[src/rtl/fp_pkg.sv]
// Shared types and width helpers for the fp_unpack_pipe slice.
//   fp_class_e : 3-bit operand class reported per lane (also the index
//                of the per-class statistics counters)
//   fp_bias    : exponent bias for a given exponent field width
//   fp_man_bit : stored mantissa field width
//   fp_exp_w   : width of the signed unbiased exponent output
//   fp_lzc_w   : leading-zero count width for a mantissa field
package fp_pkg;

  typedef enum logic [2:0] {
    FP_ZERO   = 3'd0,
    FP_DENORM = 3'd1,
    FP_NORMAL = 3'd2,
    FP_INF    = 3'd3,
    FP_QNAN   = 3'd4,
    FP_SNAN   = 3'd5
  } fp_class_e;

  function automatic int fp_bias(input int exp_bit);
    return (1 << (exp_bit - 1)) - 1;
  endfunction

  function automatic int fp_man_bit(input int n_bit, input int exp_bit);
    return n_bit - exp_bit - 1;
  endfunction

  // Two extra bits give headroom for the most negative denormal exponent
  // plus the sign.
  function automatic int fp_exp_w(input int exp_bit);
    return exp_bit + 2;
  endfunction

  // Wide enough to hold a count of 0..w; never narrower than 5 bits.
  function automatic int fp_lzc_w(input int w);
    int c;
    c = $clog2(w + 1);
    return (c < 5) ? 5 : c;
  endfunction

endpackage

[src/rtl/fp_unpack_pipe_if.sv]
// Handshake and data bundle for fp_unpack_pipe.
//   in_valid/in_ready/in_value           : input vector, LANES*N_BIT packed
//   out_valid/out_ready                  : output handshake
//   out_sign/out_exp/out_man/out_class   : per-lane unpacked results
//   stats_clr/stats_cnt                  : present only with FP_UNPACK_STATS_EN
// Modports: slave = the unpacker, master = the producer/consumer side.
interface fp_unpack_pipe_if #(
  parameter int N_BIT   = 32,
  parameter int EXP_BIT = 8,
  parameter int LANES   = 1,
  parameter int CNT_W   = 16
);
  localparam int MAN_BIT = N_BIT - EXP_BIT - 1;
  localparam int EXP_W   = EXP_BIT + 2;

  logic                         in_valid;
  logic                         in_ready;
  logic [LANES*N_BIT-1:0]       in_value;
  logic                         out_valid;
  logic                         out_ready;
  logic [LANES-1:0]             out_sign;
  logic [LANES*EXP_W-1:0]       out_exp;
  logic [LANES*(MAN_BIT+1)-1:0] out_man;
  logic [LANES*3-1:0]           out_class;
`ifdef FP_UNPACK_STATS_EN
  logic                         stats_clr;
  logic [6*CNT_W-1:0]           stats_cnt;
`endif

  if (CNT_W < 1) begin : g_bad_cnt_w
    $error("fp_unpack_pipe_if: CNT_W must be at least 1");
  end

  modport slave (
    input  in_valid, in_value, out_ready,
`ifdef FP_UNPACK_STATS_EN
    input  stats_clr,
    output stats_cnt,
`endif
    output in_ready, out_valid, out_sign, out_exp, out_man, out_class
  );

  modport master (
    output in_valid, in_value, out_ready,
`ifdef FP_UNPACK_STATS_EN
    output stats_clr,
    input  stats_cnt,
`endif
    input  in_ready, out_valid, out_sign, out_exp, out_man, out_class
  );

endinterface

[src/rtl/fp_lzc.sv]
// Combinational leading-zero counter.
//   i_vec : W-bit input
//   o_cnt : number of zeros above the highest set bit (W when i_vec is 0)
module fp_lzc #(
  parameter int W  = 23,
  parameter int CW = 5
) (
  input  logic [W-1:0]  i_vec,
  output logic [CW-1:0] o_cnt
);

  logic w_found;

  always_comb begin
    o_cnt   = CW'(W);
    w_found = 1'b0;
    for (int unsigned i = 0; i < W; i++) begin
      if (!w_found && i_vec[W-1-i]) begin
        o_cnt   = CW'(i);
        w_found = 1'b1;
      end
    end
  end

endmodule

[src/rtl/fp_unpack_pipe.sv]
// Multi-lane two-stage IEEE-754 unpacker/classifier.
// Stage 1 registers the field decode, class and mantissa leading-zero
// count; stage 2 registers the normalised mantissa and signed unbiased
// exponent. Denormals leave with a hidden 1 and a correspondingly lower
// exponent. All lanes share one valid/ready handshake.
// Ports:
//   clk  : rising-edge clock
//   rst  : asynchronous active-high reset
//   bus  : fp_unpack_pipe_if.slave (input/output handshakes, per-lane
//          results, optional statistics)
// Optional feature: define FP_UNPACK_STATS_EN to add saturating per-class
// counters of output lane-results, with synchronous clear (clear wins).
module fp_unpack_pipe
  import fp_pkg::*;
#(
  parameter int N_BIT   = 32,
  parameter int EXP_BIT = 8,
  parameter int LANES   = 1,
  parameter int CNT_W   = 16
) (
  input  logic             clk,
  input  logic             rst,
  fp_unpack_pipe_if.slave  bus
);

  localparam int MAN_BIT = fp_man_bit(N_BIT, EXP_BIT);
  localparam int EXP_W   = fp_exp_w(EXP_BIT);
  localparam int BIAS    = fp_bias(EXP_BIT);
  localparam int LZ_W    = fp_lzc_w(MAN_BIT);

  localparam logic [EXP_W-1:0] BIAS_V     = EXP_W'(BIAS);
  localparam logic [EXP_W-1:0] NEG_BIAS_V = EXP_W'(-BIAS);

  if (MAN_BIT + 1 >= (1 << (EXP_BIT - 1))) begin : g_bad_widths
    $error("fp_unpack_pipe: mantissa too wide for exponent range");
  end
  if (CNT_W < 1) begin : g_bad_cnt_w
    $error("fp_unpack_pipe: CNT_W must be at least 1");
  end

  // Shared handshake
  logic r_s1_valid;
  logic r_s2_valid;
  logic w_s1_adv;
  logic w_s2_adv;
  logic w_s1_load;
  logic w_s2_load;

  assign w_s2_adv  = !r_s2_valid || bus.out_ready;
  assign w_s1_adv  = !r_s1_valid || w_s2_adv;
  assign w_s1_load = w_s1_adv && bus.in_valid;
  assign w_s2_load = w_s2_adv && r_s1_valid;

  assign bus.in_ready  = w_s1_adv;
  assign bus.out_valid = r_s2_valid;

  always_ff @(posedge clk or posedge rst) begin
    if (rst) begin
      r_s1_valid <= 1'b0;
      r_s2_valid <= 1'b0;
    end else begin
      if (w_s1_adv) r_s1_valid <= bus.in_valid;
      if (w_s2_adv) r_s2_valid <= r_s1_valid;
    end
  end

  // Per-lane datapath
  for (genvar l = 0; l < LANES; l++) begin : g_lane
    logic [N_BIT-1:0]   w_val;
    logic [EXP_BIT-1:0] w_e;
    logic [MAN_BIT-1:0] w_m;
    logic [LZ_W-1:0]    w_lzc;
    fp_class_e          w_cls;

    assign w_val = bus.in_value[l*N_BIT +: N_BIT];
    assign w_e   = w_val[N_BIT-2 -: EXP_BIT];
    assign w_m   = w_val[MAN_BIT-1:0];

    fp_lzc #(
      .W  (MAN_BIT),
      .CW (LZ_W)
    ) u_lzc (
      .i_vec (w_m),
      .o_cnt (w_lzc)
    );

    always_comb begin
      w_cls = FP_NORMAL;
      if (w_e == '0) begin
        if (w_m == '0) w_cls = FP_ZERO;
        else           w_cls = FP_DENORM;
      end else if (w_e == '1) begin
        if (w_m == '0)            w_cls = FP_INF;
        else if (w_m[MAN_BIT-1])  w_cls = FP_QNAN;
        else                      w_cls = FP_SNAN;
      end
    end

    logic               r_s1_sign;
    fp_class_e          r_s1_cls;
    logic [EXP_BIT-1:0] r_s1_e;
    logic [MAN_BIT-1:0] r_s1_m;
    logic [LZ_W-1:0]    r_s1_lzc;

    always_ff @(posedge clk or posedge rst) begin
      if (rst) begin
        r_s1_sign <= 1'b0;
        r_s1_cls  <= FP_ZERO;
        r_s1_e    <= '0;
        r_s1_m    <= '0;
        r_s1_lzc  <= '0;
      end else if (w_s1_load) begin
        r_s1_sign <= w_val[N_BIT-1];
        r_s1_cls  <= w_cls;
        r_s1_e    <= w_e;
        r_s1_m    <= w_m;
        r_s1_lzc  <= w_lzc;
      end
    end

    logic [EXP_W-1:0]   w_exp;
    logic [MAN_BIT:0]   w_man;

    // Denormal: shifting by lzc+1 pushes the leading 1 into the hidden
    // position; the exponent drops by the same lzc below -BIAS
    // (the denormal scale 2**(1-BIAS) minus one hidden-bit position).
    always_comb begin
      w_exp = '0;
      w_man = '0;
      unique case (r_s1_cls)
        FP_NORMAL: begin
          w_exp = EXP_W'(r_s1_e) - BIAS_V;
          w_man = {1'b1, r_s1_m};
        end
        FP_DENORM: begin
          w_exp = NEG_BIAS_V - EXP_W'(r_s1_lzc);
          w_man = {1'b0, r_s1_m} << (r_s1_lzc + LZ_W'(1));
        end
        FP_QNAN, FP_SNAN: begin
          w_man = {1'b1, r_s1_m};
        end
        default: begin
          w_exp = '0;
          w_man = '0;
        end
      endcase
    end

    logic               r_s2_sign;
    fp_class_e          r_s2_cls;
    logic [EXP_W-1:0]   r_s2_exp;
    logic [MAN_BIT:0]   r_s2_man;

    always_ff @(posedge clk or posedge rst) begin
      if (rst) begin
        r_s2_sign <= 1'b0;
        r_s2_cls  <= FP_ZERO;
        r_s2_exp  <= '0;
        r_s2_man  <= '0;
      end else if (w_s2_load) begin
        r_s2_sign <= r_s1_sign;
        r_s2_cls  <= r_s1_cls;
        r_s2_exp  <= w_exp;
        r_s2_man  <= w_man;
      end
    end

    assign bus.out_sign[l]                         = r_s2_sign;
    assign bus.out_class[l*3 +: 3]                 = r_s2_cls;
    assign bus.out_exp[l*EXP_W +: EXP_W]           = r_s2_exp;
    assign bus.out_man[l*(MAN_BIT+1) +: MAN_BIT+1] = r_s2_man;
  end

`ifdef FP_UNPACK_STATS_EN
  // Per-class counters of output lane-results
  localparam int SUM_W = CNT_W + $clog2(LANES + 1);
  localparam logic [SUM_W-1:0] CNT_MAX = SUM_W'({CNT_W{1'b1}});

  logic             w_out_fire;
  logic [CNT_W-1:0] r_cnt  [6];
  logic [SUM_W-1:0] w_sum  [6];
  logic [CNT_W-1:0] w_next [6];

  assign w_out_fire = r_s2_valid && bus.out_ready;

  // Lanes of the same class add together in one cycle, then saturate.
  always_comb begin
    for (int unsigned c = 0; c < 6; c++) begin
      w_sum[c] = SUM_W'(r_cnt[c]);
      for (int unsigned l = 0; l < LANES; l++) begin
        if (bus.out_class[l*3 +: 3] == 3'(c)) w_sum[c] = w_sum[c] + SUM_W'(1);
      end
      w_next[c] = (w_sum[c] > CNT_MAX) ? '1 : CNT_W'(w_sum[c]);
    end
  end

  always_ff @(posedge clk or posedge rst) begin
    if (rst) begin
      for (int unsigned c = 0; c < 6; c++) r_cnt[c] <= '0;
    end else if (bus.stats_clr) begin
      for (int unsigned c = 0; c < 6; c++) r_cnt[c] <= '0;
    end else if (w_out_fire) begin
      for (int unsigned c = 0; c < 6; c++) r_cnt[c] <= w_next[c];
    end
  end

  for (genvar c = 0; c < 6; c++) begin : g_cnt_out
    assign bus.stats_cnt[c*CNT_W +: CNT_W] = r_cnt[c];
  end
`endif

endmodule

[src/flat_wrapper.sv]
// flat-port wrapper written by rule: the top's interface ports become plain ports
module fp_unpack_pipe_flat import fp_pkg::*;
#(
  parameter int N_BIT   = 32,
  parameter int EXP_BIT = 8,
  parameter int LANES   = 1,
  parameter int CNT_W   = 16
)
  (clk, rst, bus_in_valid, bus_in_value, bus_out_ready, bus_in_ready, bus_out_valid, bus_out_sign, bus_out_exp, bus_out_man, bus_out_class);
  fp_unpack_pipe_if #(.N_BIT(N_BIT), .EXP_BIT(EXP_BIT), .LANES(LANES), .CNT_W(CNT_W)) bus_i ();
  input  logic clk;
  input  logic rst;
  input wire logic [$bits(bus_i.in_valid)-1:0] bus_in_valid;
  input wire logic [$bits(bus_i.in_value)-1:0] bus_in_value;
  input wire logic [$bits(bus_i.out_ready)-1:0] bus_out_ready;
  output wire logic [$bits(bus_i.in_ready)-1:0] bus_in_ready;
  output wire logic [$bits(bus_i.out_valid)-1:0] bus_out_valid;
  output wire logic [$bits(bus_i.out_sign)-1:0] bus_out_sign;
  output wire logic [$bits(bus_i.out_exp)-1:0] bus_out_exp;
  output wire logic [$bits(bus_i.out_man)-1:0] bus_out_man;
  output wire logic [$bits(bus_i.out_class)-1:0] bus_out_class;
  assign bus_i.in_valid = bus_in_valid;
  assign bus_i.in_value = bus_in_value;
  assign bus_i.out_ready = bus_out_ready;
  assign bus_in_ready = bus_i.in_ready;
  assign bus_out_valid = bus_i.out_valid;
  assign bus_out_sign = bus_i.out_sign;
  assign bus_out_exp = bus_i.out_exp;
  assign bus_out_man = bus_i.out_man;
  assign bus_out_class = bus_i.out_class;
  fp_unpack_pipe #(.N_BIT(N_BIT), .EXP_BIT(EXP_BIT), .LANES(LANES), .CNT_W(CNT_W)) u_core (.clk(clk), .rst(rst), .bus(bus_i));
endmodule
[config.mk]
export PLATFORM = sky130hd
export DESIGN_NAME = fp_unpack_pipe_flat
export DESIGN_NICKNAME = d
export VERILOG_FILES = /design/src/rtl/fp_pkg.sv /design/src/rtl/fp_unpack_pipe_if.sv /design/src/rtl/fp_lzc.sv /design/src/rtl/fp_unpack_pipe.sv /design/src/flat_wrapper.sv
export SDC_FILE = /design/constraint.sdc
export NUM_CORES = 1
export LEC_CHECK = 0
export CELL_PAD_IN_SITES_DETAIL_PLACEMENT = 1
export CELL_PAD_IN_SITES_GLOBAL_PLACEMENT = 1
export CORE_UTILIZATION = 40
export DETAILED_ROUTE_END_ITERATION = 8
export GPL_ROUTABILITY_DRIVEN = 0
export PLACE_DENSITY = 0.78
export SETUP_SLACK_MARGIN = 0.3
export SLEW_MARGIN = 20
export SYNTH_ARGS = -nofsm -noshare
export SYNTH_HDL_FRONTEND = slang
export SYNTH_SLANG_ARGS = --single-unit
export TNS_END_PERCENT = 5
[constraint.sdc]
create_clock -name clk -period 3.84 [get_ports clk]
set_clock_uncertainty 0.2 [all_clocks]
set_input_delay 1.152 -clock clk [delete_from_list [all_inputs] [get_ports clk]]
set_output_delay 1.152 -clock clk [all_outputs]
set_load 0.1 [all_outputs]
== Word-level counts from Yosys, hierarchy flattened ==
Index checks and enable logic that the tools add are counted.
Word-level totals
  memory bits (writable): 0
  memories: 0
  register bits after elaboration: 80
  logic and storage cells: 125
  latch bits: 0
  output and inout port bits: 40
  ROM bits: 0
Operators by class
  add/subtract/negate cells: 3
  shift-type cells: 1
  divide/modulo/power cells: 0
  muxes and demuxes: 52
  order comparisons: 0
  reduce and logical (&&, ||, !) cells: 53
  equality and inequality tests: 5
  bitwise logic cells: 0
  multiply operators: 0
Operators by type and width (number)
  $mux W5: 23
  $pmux W24 S2: 1
  $logic_and A1 B1 Y1: 24
  $logic_not A1 Y1: 24
  $mux W1: 24
  $shl A23 B5 Y24: 1
  $logic_not A23 Y1: 1
  $pmux W10 S2: 1
  $mux W3: 3
  $sub A8 B6 Y9 const A: 1
  $sub A8 B7 Y9 const B: 1
  $eq A8 B8 Y1 const B: 1
  $logic_not A8 Y1: 1
  $eq A3 B3 Y1 const B: 2
  $add A5 B1 Y5 const B: 1
  $eq A3 B1 Y1 const B: 1
  $eq A3 B2 Y1 const B: 1
  $reduce_or A3 Y1: 1
  $logic_or A1 B1 Y1: 2

== Logic depth before layout (Yosys ltp) ==
Gate-level depths: netlist of the first run.
  depth after elaboration: 67
  mapped depth: 9
  gate-level depth less buffers: 6

== Modules after synthesis ==
A second synthesis of the first run with hierarchy kept.
Second synthesis, totals
  cells, all modules: 492
  area, all modules: 5062.4 µm²
Modules (own cells, without submodules)
  fp_unpack_pipe: cells each 453, sequential area each 1976.9 µm², area each 4788.3 µm², instances 1
  fp_lzc: cells each 39, sequential area each 0.0 µm², area each 274.0 µm², instances 1

== Least setup slack after synthesis of the first run ==
Ideal clock, no wire load.
  path type: input port to flip-flop
  start point: in bus_out_ready
  end point: reg u_core.g_lane[0].r_s1_lzc[4]
  path slack: 0.367 ns
  library setup time: 0.135 ns
  stages: 5
  buffers on the path: 2
  arrival time: 3.137 ns
  cells stage by stage: nand3b_1 nand2_1 clkbuf_1 clkbuf_1 o21ai_0
On the way
  cells in the longest elaborated chain, start to end: 3
RTL lines
  start: declaration: RTL line flat_wrapper.sv:15  | input wire logic [$bits(bus_i.out_ready)-1:0] bus_out_ready;
  $logic_or A1 B1 Y1: RTL line fp_unpack_pipe.sv:49  | assign w_s2_adv = !r_s2_valid || bus.out_ready;
  $logic_or A1 B1 Y1: RTL line fp_unpack_pipe.sv:50  | assign w_s1_adv = !r_s1_valid || w_s2_adv;
  $logic_and A1 B1 Y1: RTL line fp_unpack_pipe.sv:51  | assign w_s1_load = w_s1_adv && bus.in_valid;
  end signal: assignment: RTL line fp_unpack_pipe.sv:117  | r_s1_lzc <= w_lzc;
  end: declaration: RTL line fp_unpack_pipe.sv:103  | logic [LZ_W-1:0] r_s1_lzc;
No other way between the ends.
A chain may end at the register's enable or synchronous reset.

== Worst setup path in the final report of the first run ==
  start point: in bus_out_ready
  end point: out bus_in_ready
On the way
  cells in the longest elaborated chain, start to end: 2
RTL lines
  $logic_or A1 B1 Y1: RTL line fp_unpack_pipe.sv:49
  $logic_or A1 B1 Y1: RTL line fp_unpack_pipe.sv:50
  end: declaration: RTL line flat_wrapper.sv:16  | output wire logic [$bits(bus_i.in_ready)-1:0] bus_in_ready;
No other way between the ends.

==> results.json, run 1 <==
{
  "ctsResizeCount": 0,
  "r2r_setup_slack_ps": 710,
  "die_w_um": 113,
  "insertion_delay_ps": 350,
  "ys_warn_count": 0,
  "critPathArrivalTime_ps": 2140,
  "dp.cells": 724,
  "syn_area_sq_um": 4950,
  "ir_worst_vdd_v": 0.000206,
  "cts_setup_buffers": 0,
  "nNetsFinal": 607,
  "hold_buffers": 0,
  "grt_pass1_wl_um": 24700,
  "r2r-end": "u_core.bus.out_man[23]",
  "synth_edf_count": 0,
  "grt_overflow": 0,
  "critPathSlowestCell": "clkdlybuf4s50_1",
  "maxSlewViolCount": 0,
  "reg2reg_depth": 7,
  "drt_iter0_drc": 248,
  "syn_inst": 497,
  "cp_cell_sequence": "clkdlybuf4s50_1 > nand3b_1 > buf_12",
  "routed-via-count": 4413,
  "antenna_found_initial": 0,
  "ios": 76,
  "grt_start_max_net_pins": 52,
  "dp_hpwl_um": 11800,
  "design.core.area_sq_um": 12100,
  "holdPathStages": 2,
  "multiInputGateArea_sq_um": 2770,
  "hold_start": "u_core.bus.out_class[2]",
  "worstSetupPathType": "input port to output port",
  "finalSetupViolations": 0,
  "track_usage_pct": 25.5,
  "timing.fmax_mhz": 287,
  "drc": 0,
  "die_h_um": 113,
  "areaGrowthSynthToFinish_pct": 23.9,
  "yosys_register_bits": 79,
  "cts-root-buf": "clkbuf_16",
  "drt-pass1-iter-count": 5,
  "drt-vias-per-instance": 5.96,
  "syn_area_per_cell_sq_um": 9.96,
  "cap_viol_max_count": 0,
  "synth_top_cells_by_area": "dfrtp_1 (40%), mux2_2 (10%), mux4_2 (5.9%)",
  "drive_gt1_share_pct": 24.5,
  "min_to": "u_core.bus.out_class[2]",
  "tns_ps": 0,
  "antenna_cells": 0,
  "cts_buffers": 9,
  "fill_cells": 1371,
  "portBuffers": 75,
  "place_area_sq_um": 5820,
  "tritoncts": "built",
  "rr_startpoint": "u_core.g_lane[0].r_s1_lzc[1]",
  "clk_pin_slew_ps": 60,
  "ys_async_sr_fraction_pct": 100,
  "fin_crit_ps": 3490,
  "ff_latch_area_sq_um": 1980,
  "worst_pin_slew_ps": 801,
  "ant_nets": 0,
  "wl_per_cell_um": 20.7,
  "cts.sinks": 79,
  "final_common_cell": "dfrtp_1",
  "hold_viol_final": 0,
  "p_per_area_nw_per_um2": 615,
  "start_util_pct": 41.0,
  "final_cell_mix": "dfrtp_1 (79), buf_4 (54), nand2_1 (46), mux2_2 (45), nor2_1 (40)",
  "grt_pass1_vias": 4559,
  "fin_crit_sh_pct": 90.8,
  "die_area_sq_um": 12800,
  "critPathMaxFanout": 4,
  "syn_nets": 537,
  "rsz0062_at_grt": "no",
  "worst_setup_path_end_kind": "output port",
  "worst_setup_path_start_kind": "input port",
  "synth_top_cell_area_share_pct": 39.9,
  "rows": 40,
  "ys_seq_area_share_pct": 39.9,
  "hold_path.class": "flop to flop",
  "status": "finished, final reports clean",
  "routed_wl_um": 15300,
  "clockBufferDepth": 2,
  "ys_types": 62,
  "slowest_delay_ps": 420,
  "power.leakage_nw": 2.60,
  "worstPathRequired_ps": 2490,
  "cts_max_level": 3,
  "layout.cells.non_filler": 740,
  "yosysTopAreaCell": "dfrtp_1",
  "slew_headroom_pct": 46.4,
  "stdcell_area_sq_um": 6130,
  "synth_flop_cell": "dfrtp_1"
}
## Yosys cell counts (5+ instances only)
master / instances
a32oi_1: 5
dfrtp_1: 79
buf_2: 9
mux2_2: 45
inv_1: 14
o21ai_0: 32
clkbuf_1: 20
a221o_1: 5
a21oi_1: 26
xnor2_1: 6
nand2b_1: 5
mux4_2: 13
nor4_1: 5
nand2_1: 46
and3_1: 5
nor3_1: 8
a221oi_1: 14
mux2i_1: 18
nor2_1: 40
o211ai_1: 9
nand3_1: 15
xor2_1: 5
## cell families after synthesis
family                     count (synthesis)  share of synthesized area [%]
AOI/OAI and AO/OA                        131                           18.1
xor gates and xnor gates                  11                           1.95
adders and majority gates                  4                           1.01
buffers and inverters                     47                           4.25
DFF                                       79                           39.9
muxes                                     76                           19.8
and+or+nand+nor                          149                           14.9
## through the flow
stage / util, % / power [mW] / setup slack (ps) / hold slack, ps
after global routing: 50.8 / 3.93 / 328 / 315
after floorplan: - / 2.44 / 367 / 233
after CTS: 50.8 / 3.80 / 355 / 296
final: 50.8 / 3.77 / 352 / 284
after detailed placement: 48.3 / 2.90 / 254 / 282
after global placement: 48.3 / 2.85 / 382 / 264
## how the worst max path moves through the flow
stage,from,to,slack (ps),depth (start not counted)
3_5_place_dp,bus_in_value[21],u_core.g_lane[0].r_s1_lzc[0],250,6
5_1_grt,bus_out_ready,bus_in_ready,330,3
4_1_cts,bus_out_ready,bus_in_ready,360,3
2_1_floorplan,bus_out_ready,u_core.g_lane[0].r_s1_lzc[4],370,5
3_3_place_gp,bus_in_value[21],u_core.g_lane[0].r_s1_lzc[0],380,6
6_report,bus_out_ready,bus_in_ready,350,3
## state kept, by name, summed over array words and instances, names as in the netlist
| register | flops |
|---|---|
| u_core.g_lane.r_s1_cls | 3 |
| u_core.g_lane.r_s1_lzc | 5 |
| u_core.g_lane.r_s1_sign | 1 |
| u_core.bus.out_exp | 9 |
| u_core.bus.out_class | 3 |
| u_core.g_lane.r_s1_e | 8 |
| u_core.bus.out_man | 24 |
| u_core.g_lane.r_s1_m | 23 |
| u_core.r_s1_valid | 1 |
| u_core.bus.out_valid | 1 |
| u_core.bus.out_sign | 1 |
## critical path, delay by kind of cell
family | cells | cell delay (ps)
buffers and inverters | 2 | 670
AND/OR/NAND/NOR | 1 | 310
## power by group
| group | leakage (nW) | switching [mW] | internal, mW |
|---|---|---|---|
| clock network | 0.145 | 0.344 | 0.540 |
| registers | 0.960 | 0.163 | 0.983 |
| logic | 1.50 | 1.22 | 0.521 |
## metal layers
layer	GRT usage (%)	wire length, um
met5	0	0
met4	11.7	418
met3	3.64	845
met2	40.2	7110
met1	34.7	6950
## layout make-up
cell class	count	area share [%]
flip-flops and latches	79	32.2
repair buffers	92	13.3
clock inverters	4	0.877
multi-input cells	371	45.1
clock buffers	12	4.18
inverters	14	0.857
well taps	168	3.43
Note: power is estimated with default switching activity, not from simulation.
==> run 2: changes to the inputs <==
--- a/config.mk
+++ b/config.mk
@@ -7,10 +7,10 @@
 export LEC_CHECK = 0
 export CELL_PAD_IN_SITES_DETAIL_PLACEMENT = 1
 export CELL_PAD_IN_SITES_GLOBAL_PLACEMENT = 1
-export CORE_UTILIZATION = 40
+export CORE_UTILIZATION = 30
 export DETAILED_ROUTE_END_ITERATION = 8
 export GPL_ROUTABILITY_DRIVEN = 0
-export PLACE_DENSITY = 0.78
+export PLACE_DENSITY = 0.62
 export SETUP_SLACK_MARGIN = 0.3
 export SLEW_MARGIN = 20
 export SYNTH_ARGS = -nofsm -noshare
==> results.json, run 2 (synthesis results as in run 1) <==
{
  "cts_buffers": 9,
  "setup_ws_ps": 403,
  "tns_ps": 0,
  "hold_path.class": "flop to flop",
  "final_common_cell": "dfrtp_1",
  "cts_max_level": 3,
  "rsz0062_at_grt": "no",
  "maxSlewViolCount": 0,
  "drt-pass1-iter-count": 4,
  "hold_viol_final": 0,
  "routed_wl_um": 15700,
  "cts.sinks": 79,
  "r2r_setup_slack_ps": 920,
  "cts-root-buf": "clkbuf_16",
  "rows": 46,
  "wl_per_cell_um": 19.9,
  "critPathMaxFanout": 4,
  "status": "finished, final reports clean",
  "stdcell_area_sq_um": 6220,
  "largest_register_ffs": 24,
  "antenna_found_initial": 0,
  "p_per_area_nw_per_um2": 625,
  "die_w_um": 130,
  "grt_pass1_vias": 4385,
  "grt_overflow": 0,
  "dp_hpwl_um": 12100,
  "design.core.area_sq_um": 16000,
  "tritoncts": "built",
  "final_cell_mix": "dfrtp_1 (79), buf_4 (53), nand2_1 (46), mux2_2 (45), nor2_1 (40)",
  "clk_pin_slew_ps": 60,
  "grt_pass1_wl_um": 25100,
  "drt-vias-per-instance": 5.37,
  "worstPathRequired_ps": 2490,
  "insertion_delay_ps": 350,
  "clockBufferDepth": 2,
  "ctsResizeCount": 0,
  "slew_headroom_pct": 45.7,
  "ir_worst_vdd_v": 0.000251,
  "nNetsFinal": 606,
  "die_h_um": 130,
  "worst_setup_path_start_kind": "input port",
  "critPathArrivalTime_ps": 2090,
  "cts_setup_buffers": 0,
  "hold_buffers": 0,
  "ant_nets": 0,
  "dp_slack_ps": 297,
  "ios": 76,
  "place_area_sq_um": 5870,
  "antenna_cells": 0,
  "fin_crit_ps": 3440,
  "track_usage_pct": 19.8,
  "whs_ps": 281,
  "areaGrowthSynthToFinish_pct": 25.7,
  "drc": 0,
  "finalSetupViolations": 0,
  "worst_setup_path_end_kind": "output port",
  "timing.fmax_mhz": 291,
  "portBuffers": 75,
  "final_util_pct": 38.9,
  "die_area_sq_um": 17000,
  "power.leakage_nw": 2.62,
  "worst_pin_slew_ps": 813,
  "drt_iter0_drc": 228,
  "routed-via-count": 4224,
  "cap_viol_max_count": 0,
  "grt_start_max_net_pins": 53,
  "fin_crit_sh_pct": 89.5,
  "drive_gt1_share_pct": 24.5,
  "worstSetupPathType": "input port to output port",
  "start_util_pct": 30.9
}
run 2: cell type report:
cell class / count / area (sq um)
inverters: 14 / 52.6
clock inverters: 7 / 120
multi-input cells: 371 / 2770
repair buffers: 91 / 808
fillers: 1825 / 9780
clock buffers: 9 / 225
well taps: 216 / 270
flip-flops and latches: 79 / 1980
run 2: report_power, final:
part,switching [mW],internal [mW]
clock network,0.365,0.637
registers,0.162,0.983
logic,1.22,0.516
run 2: stage by stage:
| step | total power [mW] | cells |
|---|---|---|
| after CTS | 3.91 | 787 |
| after detailed placement | 2.90 | 771 |
| after floorplan | 2.44 | 497 |
| after global placement | 2.87 | 771 |
| after global routing | 4.06 | 787 |
| final | 3.89 | 787 |
run 2: worst paths after layout:
| kind | from | end | depth (start not counted) |
|---|---|---|---|
| setup / recovery | bus_out_ready | bus_in_ready | 3 |
| hold / removal | u_core.bus.out_sign | u_core.bus.out_sign | 2 |
| setup reg to reg | u_core.g_lane[0].r_s1_lzc[1] | u_core.bus.out_man[6] | 7 |
| hold reg to reg | u_core.bus.out_sign | u_core.bus.out_sign | 2 |
| max in group asynchronous | rst | u_core.g_lane[0].r_s1_m[14] | 3 |
| min in group asynchronous | rst | u_core.bus.out_sign | 2 |
run 2: metal layers:
layer	share of wire, %	wire length [um]	track usage [%]	vias to the layer above
li1	-	-	-	1995
met1	48	7590	28.9	2083
met2	44	6860	29.1	120
met3	5.9	931	3.42	26
met4	2.1	323	7.44	0
met5	0	0	0	-
run 2: critical path, stage by stage:
cell and delay, ps:
clkdlybuf4s50_1 410, nand3b_1 280, buf_12 240
